**config.mk**
```make
export PLATFORM = sky130hd
export DESIGN_NAME = mux_scan_sequencer
export DESIGN_NICKNAME = d
export VERILOG_FILES = /design/src/rtl/mux_scan_sequencer.sv
export SDC_FILE = /design/constraint.sdc
export NUM_CORES = 1
export LEC_CHECK = 0
export CORE_MARGIN = 4
export CORE_UTILIZATION = 40
export CTS_CLUSTER_SIZE = 25
export DETAILED_ROUTE_END_ITERATION = 12
export PLACE_DENSITY = 0.74
export SYNTH_ARGS = -nofsm -noshare
export SYNTH_HDL_FRONTEND = slang
export SYNTH_SLANG_ARGS = --single-unit
```
**constraint.sdc**
```tcl
create_clock -name clk -period 1.7 [get_ports clk]
set_input_delay 0.34 -clock clk [delete_from_list [all_inputs] [get_ports clk]]
set_output_delay 0.34 -clock clk [all_outputs]
set_load 0.05 [all_outputs]
```
**src/rtl/mux_scan_sequencer.sv**
```systemverilog
// mux_scan_sequencer: steps the select of a 4:1 bit mux through the enabled
// channels, holds each channel for a programmable dwell, samples the mux
// output at the end of each dwell and presents the assembled 4-bit word with
// a one-cycle valid strobe.
// Optional build macro SCAN_CONTINUOUS_EN: rescan back-to-back until stop.
module mux_scan_sequencer #(
  parameter int unsigned DW = 4
) (
  input  logic          clk,
  input  logic          rst_n,
  input  logic          start,
  input  logic          stop,
  input  logic [3:0]    en_mask,
  input  logic [DW-1:0] dwell,
  input  logic          mux_out,
  output logic [1:0]    sel,
  output logic [3:0]    sample,
  output logic          sample_valid,
  output logic          busy
);

  typedef enum logic [1:0] {
    IDLE = 2'd0,
    SCAN = 2'd1,
    DONE = 2'd2
  } state_t;

  state_t        state;
  logic [3:0]    mask_q;
  logic [DW-1:0] dwell_q;
  logic [DW-1:0] cnt;
  logic [3:0]    shadow;
  logic [3:0]    captured;
  logic [2:0]    nxt;
  logic          launch_ok;
  logic [DW-1:0] dwell_eff;
  logic [1:0]    first_sel;

`ifdef SCAN_CONTINUOUS_EN
  logic          stop_pend;
`else
  logic          unused_stop;
  assign unused_stop = stop;
`endif

  // Lowest set bit of a channel mask (0 when the mask is empty).
  function automatic logic [1:0] lowest_en(input logic [3:0] m);
    logic [1:0] r;
    r = 2'd0;
    for (int i = 3; i >= 0; i--) begin
      if (m[i]) r = 2'(i);
    end
    return r;
  endfunction

  // Next enabled channel strictly above cur, as {found, index}.
  function automatic logic [2:0] next_en(input logic [3:0] m, input logic [1:0] cur);
    logic [2:0] r;
    r = 3'd0;
    for (int i = 3; i >= 0; i--) begin
      if (i > int'(cur) && m[i]) r = {1'b1, 2'(i)};
    end
    return r;
  endfunction

  // Shadow word with the current channel's sample merged, plus launch terms.
  always_comb begin
    captured      = shadow;
    captured[sel] = mux_out;
    nxt           = next_en(mask_q, sel);
    launch_ok     = (en_mask != 4'd0);
    dwell_eff     = (dwell == '0) ? DW'(1) : dwell;
    first_sel     = lowest_en(en_mask);
  end

  // Scan FSM with registered outputs.
  always_ff @(posedge clk or negedge rst_n) begin
    if (!rst_n) begin
      state        <= IDLE;
      mask_q       <= 4'd0;
      dwell_q      <= '0;
      cnt          <= '0;
      shadow       <= 4'd0;
      sel          <= 2'd0;
      sample       <= 4'd0;
      sample_valid <= 1'b0;
      busy         <= 1'b0;
`ifdef SCAN_CONTINUOUS_EN
      stop_pend    <= 1'b0;
`endif
    end else begin
      case (state)
        IDLE: begin
          sel          <= 2'd0;
          busy         <= 1'b0;
          sample_valid <= 1'b0;
          if (start && launch_ok) begin
            mask_q  <= en_mask;
            dwell_q <= dwell_eff;
            sel     <= first_sel;
            shadow  <= 4'd0;
            cnt     <= DW'(1);
            busy    <= 1'b1;
            state   <= SCAN;
          end
        end

        SCAN: begin
`ifdef SCAN_CONTINUOUS_EN
          if (stop) stop_pend <= 1'b1;
`endif
          if (cnt == dwell_q) begin
            shadow <= captured;
            cnt    <= DW'(1);
            if (nxt[2]) begin
              sel <= nxt[1:0];
            end else begin
              sample       <= captured;
              sample_valid <= 1'b1;
              busy         <= 1'b0;
              sel          <= 2'd0;
              state        <= DONE;
            end
          end else begin
            cnt <= cnt + DW'(1);
          end
        end

        DONE: begin
          sample_valid <= 1'b0;
          state        <= IDLE;
`ifdef SCAN_CONTINUOUS_EN
          // Relaunch straight from DONE unless a stop was seen this pass.
          stop_pend <= 1'b0;
          if (!stop_pend && !stop && launch_ok) begin
            mask_q  <= en_mask;
            dwell_q <= dwell_eff;
            sel     <= first_sel;
            shadow  <= 4'd0;
            cnt     <= DW'(1);
            busy    <= 1'b1;
            state   <= SCAN;
          end
`endif
        end

        default: begin
          state <= IDLE;
        end
      endcase
    end
  end

endmodule

```
# Yosys cells after proc, flatten, opt, wreduce, memory -nomap -nowiden
# Cells that the tools add are included.
word_totals:
  reg_bits: 26
  inputBits: 13
  out_inout_bits: 8
  elab_cells: 73
classes:
  addsub: 1
  n_lt_le_gt_ge: 5
  n_eq_ne: 6
  mux: 32
  bitwise_logic: 1
  reduce_logical: 19
op_table:
  columns: ["operator", "count"]
  rows:
  - ["$mux W2", 10]
  - ["$mux W4", 5]
  - ["$pmux W4 S2", 2]
  - ["$reduce_and A3 Y1", 5]
  - ["$mux W3", 3]
  - ["$pmux W2 S2", 2]
  - ["$mux W1", 6]
  - ["$ne A2 B2 Y1 const B", 3]
  - ["$reduce_and A2 Y1", 3]
  - ["$logic_and A1 B1 Y1", 5]
  - ["$add A4 B1 Y4 const B", 1]
  - ["$bwmux W4", 1]
  - ["$eq A4 B4 Y1", 1]
  - ["$gt A2 B2 Y1 const A", 2]
  - ["$logic_not A4 Y1", 1]
  - ["$pmux W1 S2", 2]
  - ["$reduce_bool A2 Y1", 2]
  - ["$reduce_bool A4 Y1", 1]
  - ["$lt A2 B3 Y1 const B", 1]
  - ["$demux W1 S2", 1]
  - ["$eq A2 B1 Y1 const B", 1]
  - ["$eq A2 B2 Y1 const B", 1]
  - ["$ge A2 B1 Y1 const B", 1]
  - ["$gt A1 B2 Y1 const A", 1]
  - ["other kinds (3)", 3]

# Logic depth before layout (Yosys ltp)
depth:
  ltp_word: 8
  ltp_mapped: 6
  ltp_nobuf: 4

# Least setup slack after synthesis
# OpenSTA, ideal clock, no wires.
synth_timing:
  path_kind: "register to register"
  startpoint: "reg sel[0]"
  endpoint: "reg sample[0]"
  setup_time_ns: 0.125
  t_arrival_ns: 1.701
  t_required_ns: 1.575
  path_slack_ns: -0.125
  path_stages_with_launch: 5
  path_buffers: 1
  period_less_slack_ns: 1.825
  cell_sequence: "dfrtp_1 > clkbuf_1 > a21oi_1 > nor4_4 > mux2_2"
synth_between:
  elab_chain_len: 7
  word_cells_on_any_way: 17
  classes_between: "order compare: 5; mux: 6; bitwise: 1; reduce/logical: 5"
synth_rtl:
  columns: ["element", "line_no", "source"]
  rows:
  - ["from (decl)", "16", "output logic [1:0] sel,"]
  - ["from (signal assigned)", "100", "sel <= first_sel;"]
  - ["from (signal assigned)", "116", "sel <= nxt[1:0];"]
  - ["$gt A2 B2 Y1", "61", "if (i > int'(cur) && m[i]) r = {1'b1, 2'(i)};"]
  - ["$logic_and A1 B1 Y1", "61", null]
  - ["$mux W3 (3 in series)", "61", null]
  - ["$not A1 Y1 (no line)", null, null]
  - ["$reduce_and A3 Y1 (no line)", null, null]
  - ["to (signal assigned)", "118", "sample <= captured;"]
  - ["to (decl)", "17", "output logic [3:0] sample,"]
# Parallel ways exist; a longest one is shown, timed or not.
# A chain may end at the register's enable or synchronous reset.

# Worst setup path after layout
layout_timing:
  startpoint: "reg dwell_q[1]"
  endpoint: "reg sample[3]"
layout_between:
  elab_chain_len: 2
layout_rtl:
  columns: ["element", "line_no", "source"]
  rows:
  - ["from (decl)", "30", "logic [DW-1:0] dwell_q;"]
  - ["from (signal assigned)", "99", "dwell_q <= dwell_eff;"]
  - ["$eq A4 B4 Y1", "112", "if (cnt == dwell_q) begin"]
  - ["$reduce_and A3 Y1 (no line)", null, null]
# No other way between the ends.

==> flow_summary.yaml <==
outcome:
  run_status: "completed"
floorplanning:
  die_y_um: 64.2
  placementRows: 20
  coreArea_mm2: 0.00303
  start_util_pct: 41.7
  chipWidth_um: 64.2
  die_area_mm2: 0.00412
  ios: 21
logic_synthesis:
  avgSynthCellArea_um2: 10.9
  synth_area_mm2: 0.00126
  ys_ff_latch: 25
  syn_nets: 130
  ys_seq_area_share_pct: 49.5
  yosysTopAreaCell: "dfrtp_1"
  synth_area_leaders: "dfrtp_1 50%, mux2_2 9.8%, xnor2_1 3.5%"
  synth_cell_types: 32
  synth_cells: 116
  synth_warnings: 0
  synth_top_area_share_pct: 49.5
power:
  p_switching_mw: 1.35
  p_comb_share_pct: 57.6
  irDropWorstVdd_uv: 405
  p_leak_nw: 0.772
  power_density_mw_per_mm2: 1870
  swShare_pct: 42.7
  clock_power_share_pct: 8.3
  seqPwrFrac_pct: 34.0
  finalPower_mw: 3.16
  intPower_mw: 1.81
sta:
  max_freq_mhz: 597
  fin_crit_ps: 1680
  finalHoldViolCount: 0
  slew_violations: 0
  tightest_slew_ps: 357
  slew_headroom_pct: 75.9
  finClkSkew_ps: 3.53
  fin_setup_tns_ps: 0
  post-route-period-util_pct: 98.6
  finalSetupViolCount: 0
  rsz0062_at_grt: "true"
place:
  place.gp.congestion: 0.895
  postPlaceCellArea_mm2: 0.00163
  io_buffer_count: 19
  dp_hpwl_um: 2150
routing:
  dr.pass1.iters: 4
  wl_per_cell_um: 14.0
  drt_iter0_drc: 50
  drc: 0
  vias_per_cell: 5.03
  antenna_left: 0
  num_vias: 1001
  wl_um: 2790
layout:
  final_common_cell: "buf_4"
  diodes: 0
  nFillCells: 256
  finish.net_count: 170
  drive_gt1_share_pct: 31.6
  areaGrowthSynthToFinish_pct: 33.4
  final-seq-area_um2: 628
  multi_input_area_um2: 597
  layout_common_cells: "28 x buf_4, 23 x dfrtp_1, 11 x mux2_2, 11 x nand2_1, 11 x clkdlybuf4s50_1"
  final_area_mm2: 0.00169
setup_path:
  worstPathRequired_ps: 1910
  critical_path_class: "reg -> reg"
  path_max_fanout: 5
  end_kind: "register"
  crit_slowest_cell: "dfrtp_1"
  cpLargestDelayFamily: "simple AND/OR/NAND/NOR gates"
  cp.arrival_ps: 1890
  timing.rr.start: "dwell_q[1]"
  critical_path_buf_inv_count: 1
  setup.worst_path.start: "dwell_q[1]"
  start_kind: "register"
  cp_cell_sequence: "xnor2_1, nand4_1, nor4_4, buf_4, mux2_2"
  slowest_delay_ps: 420
global_route:
  grt_pass1_vias: 1033
  grt_pass1_wl_um: 4820
  grt_max_degree: 26
  antenna_found_initial: 0
  track_usage_pct: 15.0
  grt.overflow.total: 0
cts:
  htree_levels: 1
  postCtsHoldBufs: 0
  cts_buffers: 3
  clk_latency_ps: 310
  root_buffer: "clkbuf_4"
  cts.path.max_buffers: 2
  clk_pin_slew_ps: 130
  cts_tree: "built"
  clock-sinks: 25
hold_path:
  hold_path.class: "in -> async"
flow_run:
  drv_cap: 0
-- path summary, 6_finish.rpt --
path	end	slack [ps]	depth (start not counted)
max in group asynchronous	sel[0]	1070	2
worst min-delay path	state[0]	370	2
worst min register to register	sample_valid	510	1
worst max-delay path	sample[3]	20	5
worst max register to register	sample[3]	20	5
min in group clk	sample_valid	510	1
-- synth_stat cells (all sizes together) --
| library cell | count |
|---|---|
| nor2b | 1 |
| o41ai | 4 |
| or3 | 1 |
| buf | 3 |
| nor2 | 4 |
| inv | 5 |
| a22o | 2 |
| o32a | 1 |
| o22ai | 1 |
| a21oi | 4 |
| o211a | 1 |
| a21o | 2 |
| nor3 | 2 |
| nor3b | 3 |
| clkbuf | 3 |
| o211ai | 1 |
| nand3b | 1 |
| xnor2 | 5 |
| nor4 | 2 |
| nand2 | 11 |
| nand4 | 1 |
| ha | 1 |
| mux2 | 11 |
| a211oi | 1 |
| mux2i | 4 |
| nand2b | 3 |
| dfrtp | 25 |
| nand3 | 1 |
| or2b | 1 |
| o311ai | 3 |
| o21ai | 8 |
-- stage by stage --
step	instances	setup WS, ps	util (%)	hold WS, ps
after CTS	197	-8.99	55.2	373
after floorplan	116	4.84	-	44.4
after global placement	192	-243	53.9	469
final	199	23.9	55.7	366
after global routing	199	-74.5	55.7	366
after detailed placement	192	-300	53.9	482
-- power by group through the flow --
stage,combinational [mW],clock [mW],sequential (mW)
3_3_place_gp,1.71,0,1.06
3_5_place_dp,1.78,0,1.09
2_1_floorplan,0.899,0,1.34
5_1_grt,1.96,0.312,1.11
6_report,1.82,0.263,1.07
4_1_cts,1.80,0.266,1.07
-- registers in the layout, indices dropped and copies added, names as in the netlist --
name          flops
busy              1
cnt               4
dwell_q           4
mask_q            3
sample            4
sample_valid      1
sel               2
shadow            4
state             2
-- logic make-up after synthesis --
kind of cell	after synthesis	synth area share (%)
multiplexers	15	13.0
XOR/XNOR	5	3.47
AND/OR/NAND/NOR	31	14.1
buffers and inverters	11	3.56
adder cells (fa/ha/maj)	1	0.990
AO/OA/AOI/OAI	28	15.4
flip-flops	25	49.5
-- final cells by class --
cell class,instances,area share (%)
clock buffer,4,1.56
inverter,5,1.11
multi-input combinational,80,35.4
sequential,25,37.3
tap,44,3.27
timing repair buffer,41,21.4
-- routing by layer --
metal	up-vias	track usage (%)	share of wire, %
li1	501	-	-
met1	474	17.9	42
met2	20	26.8	53
met3	6	2.11	2.8
met4	0	5.80	1.7
met5	-	0	0
-- repair_timing --
item | in CTS | in global routing
pin swaps | 1 | 3
setup buffers | 1 | 2
endpoints found under the setup margin | 5 | 10
gates resized for setup | 1 | 2
Power figures use the tool's default switching activity.
